===== src/rtl/serial_adder.sv =====
// Bit-serial LSB-first adder. A single full-adder cell is reused every
// cycle, and a carry register closes the loop between bit positions.
// The result is presented as a registered parallel word plus carry-out,
// with a start/busy/done handshake toward the controlling logic.

// One-bit full-adder stage, reused once per clock by serial_adder.
module fulladder (
    input  logic a,
    input  logic b,
    input  logic cin,
    output logic sum,
    output logic cout
);
    assign sum  = a ^ b ^ cin;
    assign cout = (a & b) | (cin & (a ^ b));
endmodule

module serial_adder #(
    parameter int WIDTH = 8
) (
    input  logic             clk,
    input  logic             rst_n,
    input  logic             start,
    input  logic [WIDTH-1:0] a_in,
    input  logic [WIDTH-1:0] b_in,
    input  logic             cin,
    output logic             busy,
    output logic             done,
    output logic [WIDTH-1:0] sum_out,
    output logic             cout
);
    // Counter only has to reach WIDTH-1; keep at least one bit for WIDTH=1.
    localparam int CNT_W = (WIDTH > 1) ? $clog2(WIDTH) : 1;
    localparam logic [CNT_W-1:0] LAST_BIT = CNT_W'(WIDTH - 1);

    typedef enum logic {
        S_IDLE = 1'b0,
        S_RUN  = 1'b1
    } state_t;

    state_t             r_state;
    logic [WIDTH-1:0]   r_a;
    logic [WIDTH-1:0]   r_b;
    logic [WIDTH-1:0]   r_res;
    logic               r_carry;
    logic [CNT_W-1:0]   r_cnt;
    logic               r_busy;
    logic               r_done;
    logic [WIDTH-1:0]   r_sum;
    logic               r_cout;

    logic               w_s;
    logic               w_c;
    logic [WIDTH-1:0]   w_res_next;

    fulladder u_fa (
        .a    (r_a[0]),
        .b    (r_b[0]),
        .cin  (r_carry),
        .sum  (w_s),
        .cout (w_c)
    );

    // Partial result shifts right with the new sum bit entering at the MSB,
    // so after WIDTH steps bit 0 of the operands sits at bit 0 of the word.
    // Written as shift-and-or so that WIDTH=1 needs no special case.
    assign w_res_next = (r_res >> 1) | (WIDTH'(w_s) << (WIDTH - 1));

    // Control FSM plus datapath registers; outputs change only on completion or reset.
    always_ff @(posedge clk or negedge rst_n) begin
        if (!rst_n) begin
            r_state <= S_IDLE;
            r_a     <= '0;
            r_b     <= '0;
            r_res   <= '0;
            r_carry <= 1'b0;
            r_cnt   <= '0;
            r_busy  <= 1'b0;
            r_done  <= 1'b0;
            r_sum   <= '0;
            r_cout  <= 1'b0;
        end else begin
            r_done <= 1'b0;
            case (r_state)
                S_IDLE: begin
                    if (start) begin
                        r_a     <= a_in;
                        r_b     <= b_in;
                        r_carry <= cin;
                        r_cnt   <= '0;
                        r_busy  <= 1'b1;
                        r_state <= S_RUN;
                    end
                end
                S_RUN: begin
                    r_a     <= r_a >> 1;
                    r_b     <= r_b >> 1;
                    r_res   <= w_res_next;
                    r_carry <= w_c;
                    r_cnt   <= r_cnt + CNT_W'(1);
                    if (r_cnt == LAST_BIT) begin
                        // Final bit: publish the whole word, including this bit.
                        r_sum   <= w_res_next;
                        r_cout  <= w_c;
                        r_done  <= 1'b1;
                        r_busy  <= 1'b0;
                        r_state <= S_IDLE;
                    end
                end
                default: r_state <= S_IDLE;
            endcase
        end
    end

    assign busy    = r_busy;
    assign done    = r_done;
    assign sum_out = r_sum;
    assign cout    = r_cout;
endmodule


===== config.mk =====
export PLATFORM = sky130hd
export DESIGN_NAME = serial_adder
export DESIGN_NICKNAME = d
export VERILOG_FILES = /design/src/rtl/serial_adder.sv
export SDC_FILE = /design/constraint.sdc
export NUM_CORES = 1
export LEC_CHECK = 0
export ABC_AREA = 1
export BUFFER_PORTS_ARGS = -buffer_cell sky130_fd_sc_hd__clkbuf_2
export CAP_MARGIN = 20
export CORE_MARGIN = 1.5
export CORE_UTILIZATION = 54
export DETAILED_ROUTE_END_ITERATION = 10
export PLACE_DENSITY = 0.75
export SYNTH_ARGS = -nofsm -noshare
export SYNTH_HDL_FRONTEND = slang
export SYNTH_SLANG_ARGS = --single-unit

===== constraint.sdc =====
create_clock -name clk -period 1.4 [get_ports clk]
set_clock_uncertainty 0.05 [all_clocks]
set_input_delay 0.35 -clock clk [delete_from_list [all_inputs] [get_ports clk]]
set_output_delay 0.35 -clock clk [all_outputs]
set_load 0.02 [all_outputs]

[After elaboration in Yosys (flattened, before gate mapping)]
Cells that the tools add are included.
Word-level totals
  flip-flop bits (word level): 40
  logic and storage cells: 39
Cells by class
  add/sub/neg operators: 1
  equality and inequality tests: 3
  mux-type cells: 16
  bitwise logic cells: 7
  reductions and logical operators: 2
Operators by type and width (number)
  8-bit one-hot mux with 2 select lines: 2
  8-bit two-way mux: 2
  7-bit by 8-bit bitwise OR with 8-bit output: 1
  1-bit two-way mux: 7
  1-bit one-hot mux with 2 select lines: 3
  3-bit one-hot mux with 2 select lines: 1
  2-bit AND reduction: 2
  3-bit by 1-bit adder with 3-bit output (second input constant): 1
  3-bit equality test (second input constant): 1
  3-bit two-way mux: 1
  1-bit AND: 2
  2-bit by 1-bit inequality test with 1-bit output (second input constant): 1
  2-bit inequality test (second input constant): 1
  1-bit XOR: 2
  1-bit NOT: 1
  1-bit bitwise OR: 1

[Longest topological paths before layout]
Gate-level depths: netlist of the first run.
  depth after elaboration: 4
  mapped depth: 6
  mapped depth without buffers: 6

[By module]
A second synthesis of the first run with hierarchy kept.
Unflattened totals
  cell total of the unflattened synthesis: 177
  area, all modules: 1691.6 um^2
By module, submodules not included
  serial_adder: times used 1, cells each 176, area each 1671.6 um^2
  fulladder: times used 1, cells each 1, area each 20.0 um^2

[Worst setup path before layout of the first run]
OpenSTA, ideal clock, no wires.
  kind: register -> register
  from: register r_cnt[0]
  to: register r_sum[2] (netlist: sum_out[2])
  arrival: 1.144 ns
  setup slack: 0.132 ns
  cell stages (with the launch flop): 7
  path buffers: 1
  period minus slack after synthesis: 1.268 ns
  path through: dfrtp_1 > ha_1 > ha_1 > nand2_4 > buf_6 > nand2_1 > o21ai_2
On the way
  cells in the longest elaborated chain, start to end: 2
RTL lines
  start, declared: line 46  | logic [CNT_W-1:0] r_cnt;
  start signal, assigned: line 100  | r_cnt <= r_cnt + CNT_W'(1);
  3-bit equality test: line 101  | if (r_cnt == LAST_BIT) begin
  2-bit AND reduction (no line)
  end signal, assigned: line 103  | r_sum <= w_res_next;
  end, declared: line 49  | logic [WIDTH-1:0] r_sum;
No other way between the ends.
A chain may end at the register's enable or synchronous reset.

[Worst setup path in the final report of the first run]
  from: register r_sum[3] (netlist: sum_out[3])
  to: output sum_out[3]
RTL lines
  end, declared: line 29  | output logic [WIDTH-1:0] sum_out,
No word-level cell between the ends.

==> results.sh, run 1 <==
export IMPL_power_clock_fraction_pct=14.0
export IMPL_fmaxAchievable_mhz=764
export IMPL_timing_worst_slew_pin_value_ns=0.226
export IMPL_post_synthesis_sequential_area_ratio_pct=57.6
export IMPL_avgSynthCellArea_um2=9.56
export IMPL_detailedPlacementHpwl_um=1950
export IMPL_worstSkewPairLatency_ns=0.35
export IMPL_final_antenna_net_count=0
export IMPL_number_of_unique_standard_cell_types_used_by_synthesis=15
export IMPL_power_share_switching_pct=39.0
export IMPL_critPathLaunchType="register"
export IMPL_std_cell_rows=20
export IMPL_placement_io_buffers=30
export IMPL_gp_congestion=0.698
export IMPL_multi_input_area_um2=589
export IMPL_run_status="finished, final reports clean"
export IMPL_hold_viol=0
export IMPL_synth_nets=201
export IMPL_power_ir_vdd_worst_mv=0.871
export IMPL_max_cap_violations=0
export IMPL_cts_root_buffer_cell="sky130_fd_sc_hd__clkbuf_4"
export IMPL_final_min_period_over_clock_period_pct=93.5
export IMPL_timing_max_transition_violations_final=0
export IMPL_critical_path_max_stage_delay_ns=0.41
export IMPL_worst_min_delay_path_category="in -> reg"
export IMPL_critical_path_cell_chain="clkbuf_2"
export IMPL_num_fill_cells=260
export IMPL_ioPinCount=31
export IMPL_setup_total_negative_slack_ns=0
export IMPL_critPathArrivalTime_ns=0.91
export IMPL_synthDominantCellAreaShare_pct=57.6
export IMPL_yosys_reg_bits=39
export IMPL_drt_pass_1_iters=4
export IMPL_largest_area_contributor_in_the_synthesized_netlist="sky130_fd_sc_hd__dfrtp_1"
export IMPL_clock_sinks=39
export IMPL_postCtsSetupRepairBufs=0
export IMPL_antenna_found_initial=0
export IMPL_die_y_um=59.0
export IMPL_cp_max_delay_cell="sky130_fd_sc_hd__dfrtp_1"
export IMPL_clk_path_buf_depth=2
export IMPL_drt_iter0_markers=51
export IMPL_yosysWarningCount=0
export IMPL_internal_power_uw=2370
export IMPL_total_die_area_um2=3480
export IMPL_numCtsBuffers=5
export IMPL_most_frequent_standard_cell_in_the_layout_excluding_fill_and_tap_cells="sky130_fd_sc_hd__nand2_1"
export IMPL_nNetsFinal=236
export IMPL_maxSlewHeadroom_pct=84.9
export IMPL_power_frac_comb_pct=39.0
export IMPL_drcViolationCount=0
export IMPL_sequential_cell_area_um2=976
export IMPL_final_setup_viol_count=0
export IMPL_hold_start="b_in[7]"
export IMPL_design_area_um2=1950
export IMPL_critPathTopFamily="flip-flops"
export IMPL_dr_total_vias=1280
export IMPL_initial_core_util_pct=56.4
export IMPL_grt_max_degree=40
export IMPL_critical_path_max_fanout=2
export IMPL_core_um2=3000
export IMPL_area_growth_synth_to_final_pct=15.0
export IMPL_finalWorstPathRequiredPeriod_ns=1.31
export IMPL_post_synth_inst_count=177
export IMPL_global_route_usage_total_pct=20.2
export IMPL_wirelength_um=2800
export IMPL_rsz_0062_raised_after_global_routing="false"
export IMPL_antenna_diode_count=0
export IMPL_worstSetupStartpoint="sum_out[3]$_DFFE_PN0P_"
export IMPL_r2r_start="r_cnt[0]$_DFFE_PN0P_"
export IMPL_dpl_instance_area_um2=1890
export IMPL_netlist_area_um2=1690
export IMPL_global_route_wire_length_before_repair_um=5200
export IMPL_seq_power_share_pct=47.0
export IMPL_tritoncts="done"
export IMPL_critPathKind="reg -> out"
export IMPL_cts_htree_levels=2
export IMPL_mostFrequentLayoutCells="63 x sky130_fd_sc_hd__nand2_1, 39 x sky130_fd_sc_hd__dfrtp_1, 32 x sky130_fd_sc_hd__nand3_1"
export IMPL_power_per_cell_area_nw_per_um2=2000
export IMPL_critPathCaptureType="primary output"
export IMPL_cellLeakagePower_uw=0.00103
export IMPL_drive_above_1_share_pct=24.9
export IMPL_synth_top_cells_by_area="sky130_fd_sc_hd__dfrtp_1 58%, sky130_fd_sc_hd__nand2_1 14%, sky130_fd_sc_hd__nand3_1 9.5%"
export IMPL_number_of_global_route_vias_before_repair=1224
export IMPL_floorplan_die_width_um=59.0
export IMPL_worst_path_buf_inv=1
export IMPL_crit_path_required_time_ns=1.00
export IMPL_avgViaCountPerCell=5.20
export IMPL_total_switching_power_uw=1520
export IMPL_wire_per_inst_um=11.4
export IMPL_globalRoute_totalOverflow=0
export IMPL_worst_setup_hold_path_clk_slew_ns=0.11
registers in the layout, indices dropped and copies added (netlist names):
register,cells
r_a,8
r_b,8
sum_out,8
r_res,7
r_cnt,3
busy,1
cout,1
done,1
r_carry,1
r_state,1
synth_stat cells, drive strengths merged:
master,number
inv,10
buf,10
nand3,32
fa,1
ha,3
nor2,2
a21boi,1
nand2,64
o21ai,15
dfrtp,39
power groups by stage:
| stage | Sequential (µW) | Clock, µW | Combinational, µW |
|---|---|---|---|
| finish | 1830 | 545 | 1520 |
| global placement | 1830 | 0 | 1490 |
| floorplan | 1960 | 0 | 1030 |
| global route | 1890 | 616 | 1740 |
| CTS | 1830 | 568 | 1550 |
| detailed placement | 1850 | 0 | 1550 |
cell families (layout without fill, tap and decap cells):
logic type,after synthesis,count (layout),share of synthesized area [%]
flops,39,39,57.6
fa+ha+maj,4,4,3.40
simple gates,98,98,25.0
buf+inv,20,56,7.54
compound gates,16,16,6.43
through the flow:
| step | util [%] | cells | hold WS (ns) | total power, µW | setup slack, ns |
|---|---|---|---|---|---|
| after global placement | 62.8 | 237 | 0.284 | 3330 | 0.150 |
| after floorplan | - | 177 | 0.00441 | 2990 | 0.132 |
| final | 64.8 | 246 | 0.174 | 3890 | 0.0906 |
| after CTS | 64.8 | 246 | 0.170 | 3950 | 0.0747 |
| after detailed placement | 62.8 | 237 | 0.285 | 3390 | 0.118 |
| after global routing | 64.8 | 246 | 0.186 | 4240 | 0.0106 |
worst register-to-register path, cell delays in order, from the launching register on:
cell	delay (ns)
sky130_fd_sc_hd__dfrtp_1	0.41
sky130_fd_sc_hd__ha_1	0.22
sky130_fd_sc_hd__ha_1	0.21
sky130_fd_sc_hd__nand2_4	0.08
sky130_fd_sc_hd__buf_12	0.14
sky130_fd_sc_hd__nand2_1	0.08
sky130_fd_sc_hd__o21ai_2	0.05
metal layers:
metal / GRT usage [%] / wire [µm] / part of all wire [%]
met1: 24.4 / 1260 / 45
met2: 32.9 / 1310 / 47
met3: 5.24 / 173 / 6.2
met4: 11.7 / 55 / 2.0
met5: 0 / 0 / 0
what timing repair did:
action                    CTS  global route
hold endpoints to repair   39             0
hold buffers                1             0
resized for setup           0             0
final cells by class:
class                   count  share of cell area, %
multi-input cells         118                   30.3
clock inverters             1                  0.257
repair buffers             38                   12.9
flip-flops and latches     39                   50.1
inverters                  10                   2.06
clock buffers               7                   2.31
well taps                  33                   2.12
final timing paths:
check	end	depth (start not counted)	slack, ns
worst min-delay path	r_b[7]$_DFFE_PN0P_	3	0.17
worst max register to register	sum_out[0]$_DFFE_PN0P_	6	0.10
min in group asynchronous	cout$_DFFE_PN0P_	3	0.44
worst max-delay path	sum_out[3]	1	0.09
max in group asynchronous	r_a[0]$_DFFE_PN0P_	3	0.66
worst min register to register	r_b[7]$_DFFE_PN0P_	2	0.44
No activity file was read; power rests on OpenSTA's default activity.
==> run 2: changes to the inputs <==
- SETUP_SLACK_MARGIN: default -> 0.3
==> run 2 against run 1 <==
Net effect: sequential share of layout area decreased by 11 points; count of clock-buffer cells in the layout down 1; first-iteration DRC count fell by 5.9%; final area increased by 30%; register-to-register slack improved by 0.04 ns; via count increased by 11%; sequential power rose by 8%; critical path depth stayed put; wire length is 33% higher; final cell count up 7.7%.
==> results.sh, run 2 (same netlist as run 1, synthesis figures left out) <==
export IMPL_worst_path_buf_inv=1
export IMPL_cts_root_buffer_cell="sky130_fd_sc_hd__clkbuf_4"
export IMPL_std_cell_rows=20
export IMPL_worstSkewPairLatency_ns=0.36
export IMPL_core_um2=3000
export IMPL_clk_path_buf_depth=2
export IMPL_number_of_cells_on_the_critical_path=1
export IMPL_drt_pass_1_iters=4
export IMPL_mostFrequentLayoutCells="38 x sky130_fd_sc_hd__nand2_1, 38 x sky130_fd_sc_hd__dfrtp_1, 20 x sky130_fd_sc_hd__nand3_1"
export IMPL_multi_input_area_um2=855
export IMPL_final_setup_viol_count=0
export IMPL_r2r_start="r_b[0]$_DFFE_PN0P_"
export IMPL_numCtsBuffers=5
export IMPL_fmaxAchievable_mhz=754
export IMPL_report_power_total_uw=5350
export IMPL_gp_congestion=0.695
export IMPL_area_growth_synth_to_final_pct=49.4
export IMPL_initial_core_util_pct=56.4
export IMPL_power_ir_vdd_worst_mv=1.33
export IMPL_run_status="finished, final reports clean"
export IMPL_max_cap_violations=0
export IMPL_sequential_cell_area_um2=977
export IMPL_critPathTopFamily="flip-flops"
export IMPL_ioPinCount=31
export IMPL_critPathCaptureType="primary output"
export IMPL_rsz_0062_raised_after_global_routing="true"
export IMPL_crit_path_required_time_ns=1.00
export IMPL_antenna_diode_count=0
export IMPL_antenna_found_initial=0
export IMPL_worst_min_delay_path_category="in -> reg"
export IMPL_wire_per_inst_um=14.1
export IMPL_total_die_area_um2=3480
export IMPL_final_antenna_net_count=0
export IMPL_maxSlewHeadroom_pct=83.9
export IMPL_cts_htree_levels=2
export IMPL_cp_max_delay_cell="sky130_fd_sc_hd__dfrtp_1"
export IMPL_grt_max_degree=40
export IMPL_critical_path_sink="sum_out[3]"
export IMPL_critPathKind="reg -> out"
export IMPL_drive_above_1_share_pct=50.9
export IMPL_drt_iter0_markers=48
export IMPL_finalWorstPathRequiredPeriod_ns=1.33
export IMPL_critical_path_max_fanout=2
export IMPL_dp_slack_ns=0.195
export IMPL_wirelength_um=3730
export IMPL_avgViaCountPerCell=5.37
export IMPL_die_y_um=59.0
export IMPL_nNetsFinal=255
export IMPL_clock_sinks=39
export IMPL_final_min_period_over_clock_period_pct=94.7
export IMPL_drcViolationCount=0
export IMPL_hold_start="a_in[7]"
export IMPL_number_of_global_route_vias_before_repair=1290
export IMPL_critical_path_max_stage_delay_ns=0.43
export IMPL_hold_viol=0
export IMPL_timing_max_transition_violations_final=0
export IMPL_num_fill_cells=161
export IMPL_critical_path_cell_chain="buf_6"
export IMPL_power_per_cell_area_nw_per_um2=2110
export IMPL_critPathArrivalTime_ns=0.93
export IMPL_timing_reg2reg_worst_path_depth=3
export IMPL_cellLeakagePower_uw=0.00143
export IMPL_global_route_usage_total_pct=22.0
export IMPL_globalRoute_totalOverflow=0
export IMPL_tritoncts="done"
export IMPL_global_route_wire_length_before_repair_um=5650
export IMPL_detailedPlacementHpwl_um=2110
export IMPL_worst_setup_hold_path_clk_slew_ns=0.12
export IMPL_worstSetupStartpoint="sum_out[3]$_DFFE_PN0P_"
export IMPL_placement_io_buffers=30
export IMPL_dr_total_vias=1424
export IMPL_slack_of_the_worst_reg_to_reg_path_ns=0.14
export IMPL_layout_setup_ws_ns=0.0740
export IMPL_timing_worst_slew_pin_value_ns=0.242
export IMPL_r2r_end="r_res[7]$_DFFE_PN0P_"
export IMPL_setup_total_negative_slack_ns=0
export IMPL_critPathLaunchType="register"
export IMPL_floorplan_die_width_um=59.0
[run 2: changes by cell type in the layout (fill, tap and decap cells not counted), moves of 11 or more]
cell / delta
sky130_fd_sc_hd__nand3_2: +12
sky130_fd_sc_hd__clkbuf_2: -11
sky130_fd_sc_hd__buf_4: +13
sky130_fd_sc_hd__nand2_1: -25
sky130_fd_sc_hd__nand3_1: -12
sky130_fd_sc_hd__buf_6: +14
sky130_fd_sc_hd__nand2_4: +17
[run 2: power by group]
group / switching (µW) / leakage (µW) / internal, µW
clock network: 377 / 0.0000482 / 422
logic: 1290 / 0.000877 / 1290
registers: 386 / 0.000505 / 1580
[run 2: layout make-up]
class                      instances  share of cell area [%]
sequential                        39                    38.6
multi-input combinational        118                    33.8
timing repair buffer              57                    20.4
inverter                          10                    2.08
clock buffer                       6                    2.03
tap                               33                    1.63
clock inverter                     2                    1.39
[run 2: worst min path at each step]
stage                               to  slack (ns)  depth (start not counted)
floorplan             busy$_DFFE_PN0P_       0.004                          0
global placement      busy$_DFFE_PN0P_        0.28                          2
detailed placement    busy$_DFFE_PN0P_        0.29                          2
CTS                 r_a[7]$_DFFE_PN0P_        0.16                          3
global route        r_a[7]$_DFFE_PN0P_        0.17                          3
finish              r_a[7]$_DFFE_PN0P_        0.17                          3
[run 2: metal layers]
layer	track usage (%)	routed length, µm	part of all wire, %	up-vias
met5	0	0	0	-
met4	10.7	100	2.7	0
met3	7.42	216	5.8	10
met2	32.5	1890	51	47
met1	29.1	1520	41	695
li1	-	-	-	672
[run 2: repair_timing]
item	in CTS	in global routing
gates cloned	1	1
endpoints found under the hold margin	39	0
hold buffers	1	0
setup endpoints to repair	48	41
gates resized for setup	20	84
setup buffers	7	10
pin swaps	6	3
[run 2: through the flow]
| step | utilization (%) | std cells | area (µm²) | hold WS (ns) |
|---|---|---|---|---|
| global route | 84.2 | 265 | 2530 | 0.173 |
| global placement | 63.4 | 237 | 1900 | 0.284 |
| finish | 84.2 | 265 | 2530 | 0.168 |
| floorplan | - | 177 | 1710 | 0.00441 |
| CTS | 71.7 | 254 | 2150 | 0.160 |
| detailed placement | 63.4 | 237 | 1900 | 0.288 |
==> run 3: changes to the inputs <==
- CELL_PAD_IN_SITES_DETAIL_PLACEMENT: default -> 1
- CELL_PAD_IN_SITES_GLOBAL_PLACEMENT: default -> 1
- CORE_UTILIZATION: 54 -> 41
- CTS_CLUSTER_SIZE: default -> 8
- PLACE_DENSITY: 0.75 -> 0.74
- clock period: 1.4 -> 1.5 ns (I/O delays scaled with it)
==> run 3 against run 2 <==
Net effect: first-iteration DRC count down 33%; sequential share of layout area up 3.0 points; register-to-register slack gained 0.11 ns; sequential cell count unchanged; wire length up 15%; worst hold slack improved by 0.10 ns; setup slack better by 0.15 ns; sequential power decreased by 8%; highest routed layer unchanged.
==> results.sh, run 3 (same netlist as run 1, synthesis figures left out) <==
export IMPL_run_status="finished, final reports clean"
export IMPL_core_um2=3970
export IMPL_drcViolationCount=0
export IMPL_numCtsBuffers=5
export IMPL_finalWorstPathRequiredPeriod_ns=1.28
export IMPL_slack_of_the_worst_reg_to_reg_path_ns=0.25
export IMPL_placement_io_buffers=30
export IMPL_total_switching_power_uw=1810
export IMPL_final_setup_viol_count=0
export IMPL_drt_iter0_markers=32
export IMPL_clk_path_buf_depth=2
export IMPL_wire_per_inst_um=15.2
export IMPL_dr_total_vias=1428
export IMPL_hold_viol=0
export IMPL_total_die_area_um2=4520
export IMPL_ioPinCount=31
export IMPL_drive_above_1_share_pct=37.3
export IMPL_power_frac_comb_pct=44.8
export IMPL_die_y_um=67.3
export IMPL_cts_root_buffer_cell="sky130_fd_sc_hd__clkbuf_8"
export IMPL_area_growth_synth_to_final_pct=39.1
export IMPL_worst_path_buf_inv=1
export IMPL_drt_pass_1_iters=4
export IMPL_critical_path_cell_chain="clkbuf_8"
export IMPL_detailedPlacementHpwl_um=2630
export IMPL_setup_total_negative_slack_ns=0
export IMPL_antenna_found_initial=0
export IMPL_layoutNonFillerInstCount=283
export IMPL_r2r_end="sum_out[3]$_DFFE_PN0P_"
export IMPL_internal_power_uw=3060
export IMPL_avgViaCountPerCell=5.05
export IMPL_cp_max_delay_cell="sky130_fd_sc_hd__dfrtp_1"
export IMPL_global_route_usage_total_pct=20.3
export IMPL_worstSkewPairLatency_ns=0.29
export IMPL_wirelength_um=4290
export IMPL_final_antenna_net_count=0
export IMPL_crit_path_required_time_ns=1.07
export IMPL_r2r_start="r_cnt[0]$_DFFE_PN0P_"
export IMPL_final_min_period_over_clock_period_pct=85.2
export IMPL_grt_max_degree=26
export IMPL_tritoncts="done"
export IMPL_critical_path_max_stage_delay_ns=0.40
export IMPL_nNetsFinal=256
export IMPL_post_route_util_pct=59.3
export IMPL_critPathTopFamily="flip-flops"
export IMPL_worst_min_delay_path_category="in -> reg"
export IMPL_number_of_global_route_vias_before_repair=1485
export IMPL_mostFrequentLayoutCells="57 x sky130_fd_sc_hd__nand2_1, 38 x sky130_fd_sc_hd__dfrtp_1, 32 x sky130_fd_sc_hd__nand3_1"
export IMPL_timing_reg2reg_worst_path_depth=5
export IMPL_critPathLaunchType="register"
export IMPL_power_per_cell_area_nw_per_um2=2070
export IMPL_fmaxAchievable_mhz=783
export IMPL_worst_setup_hold_path_clk_slew_ns=0.08
export IMPL_power_share_switching_pct=37.2
export IMPL_antenna_diode_count=0
export IMPL_std_cell_rows=23
export IMPL_clock_sinks=39
export IMPL_critPathCaptureType="primary output"
export IMPL_placed_cells_incl_taps=253
export IMPL_critPathArrivalTime_ns=0.85
export IMPL_rsz_0062_raised_after_global_routing="true"
export IMPL_most_frequent_standard_cell_in_the_layout_excluding_fill_and_tap_cells="sky130_fd_sc_hd__nand2_1"
export IMPL_critical_path_sink="sum_out[2]"
export IMPL_maxSlewHeadroom_pct=69.7
export IMPL_finalHoldWorstSlack_ns=0.271
export IMPL_worstSetupStartpoint="sum_out[2]$_DFFE_PN0P_"
export IMPL_global_route_wire_length_before_repair_um=6810
export IMPL_critPathKind="reg -> out"
export IMPL_cts_htree_levels=2
export IMPL_cellLeakagePower_uw=0.00118
export IMPL_seq_power_share_pct=37.2
export IMPL_critical_path_max_fanout=2
export IMPL_gp_congestion=0.714
export IMPL_timing_worst_slew_pin_value_ns=0.455
export IMPL_globalRoute_totalOverflow=0
export IMPL_floorplan_die_width_um=67.3
export IMPL_number_of_cells_on_the_critical_path=1
export IMPL_initial_core_util_pct=42.6
export IMPL_timing_max_transition_violations_final=0
export IMPL_power_clock_fraction_pct=18.0
export IMPL_max_cap_violations=0
export IMPL_power_ir_vdd_worst_mv=0.707
## run 3: metrics by stage
step           worst slack [ns]  area (µm²)  power, µW
2_1_floorplan             0.301        1700       2790
3_3_place_gp              0.189        1890       3110
3_5_place_dp              0.101        1890       3210
4_1_cts                   0.213        2190       4480
5_1_grt                   0.184        2350       5240
6_report                  0.223        2350       4870
## run 3: timing repair
action	4_1_cts	5_1_grt
gates cloned	1	1
hold endpoints to repair	14	0
hold buffers	1	0
buffers inserted	12	7
pin swaps	4	6
endpoints found under the setup margin	37	21
resized for setup	16	34
## run 3: power groups by stage
| stage | clock network [µW] | logic (µW) | registers, µW |
|---|---|---|---|
| after detailed placement | 0 | 1440 | 1760 |
| final | 878 | 2180 | 1810 |
| after global placement | 0 | 1370 | 1740 |
| after global routing | 950 | 2430 | 1860 |
| after floorplan | 0 | 966 | 1830 |
| after CTS | 905 | 1780 | 1790 |
## run 3: cell type report
class | instances | area, µm²
Multi-Input combinational cell | 120 | 674
Clock buffer | 5 | 68.8
Inverter | 10 | 47.5
Clock inverter | 3 | 43.8
Fill cell | 455 | 1620
Sequential cell | 39 | 980
Tap cell | 50 | 62.6
Timing Repair Buffer | 56 | 478
## run 3: worst min path at each step
| stage | from | endpoint | slack, ns | cells past startpoint |
|---|---|---|---|---|
| 2_1_floorplan | rst_n | busy$_DFFE_PN0P_ | 0.03 | 0 |
| 3_3_place_gp | rst_n | r_res[1]$_DFFE_PN0P_ | 0.28 | 1 |
| 3_5_place_dp | rst_n | r_res[1]$_DFFE_PN0P_ | 0.30 | 1 |
| 4_1_cts | a_in[7] | r_a[7]$_DFFE_PN0P_ | 0.27 | 3 |
| 5_1_grt | a_in[7] | r_a[7]$_DFFE_PN0P_ | 0.27 | 3 |
| 6_report | a_in[7] | r_a[7]$_DFFE_PN0P_ | 0.27 | 3 |
## run 3: worst register-to-register path: stages, from the launching register on
cell and delay, ns:
sky130_fd_sc_hd__dfrtp_1 0.41, sky130_fd_sc_hd__ha_4 0.18, sky130_fd_sc_hd__ha_4 0.22, sky130_fd_sc_hd__nand2_8 0.10
sky130_fd_sc_hd__buf_6 0.12, sky130_fd_sc_hd__o21ai_2 0.11
## run 3: metal layers
metal  share of wire [%]  global-route usage (%)  vias to the layer above
li1                    -                       -                      679
met1                  41                    24.2                      710
met2                  55                    36.3                       33
met3                 3.2                    4.17                        6
met4                0.98                    6.89                        0
met5                   0                       0                        -
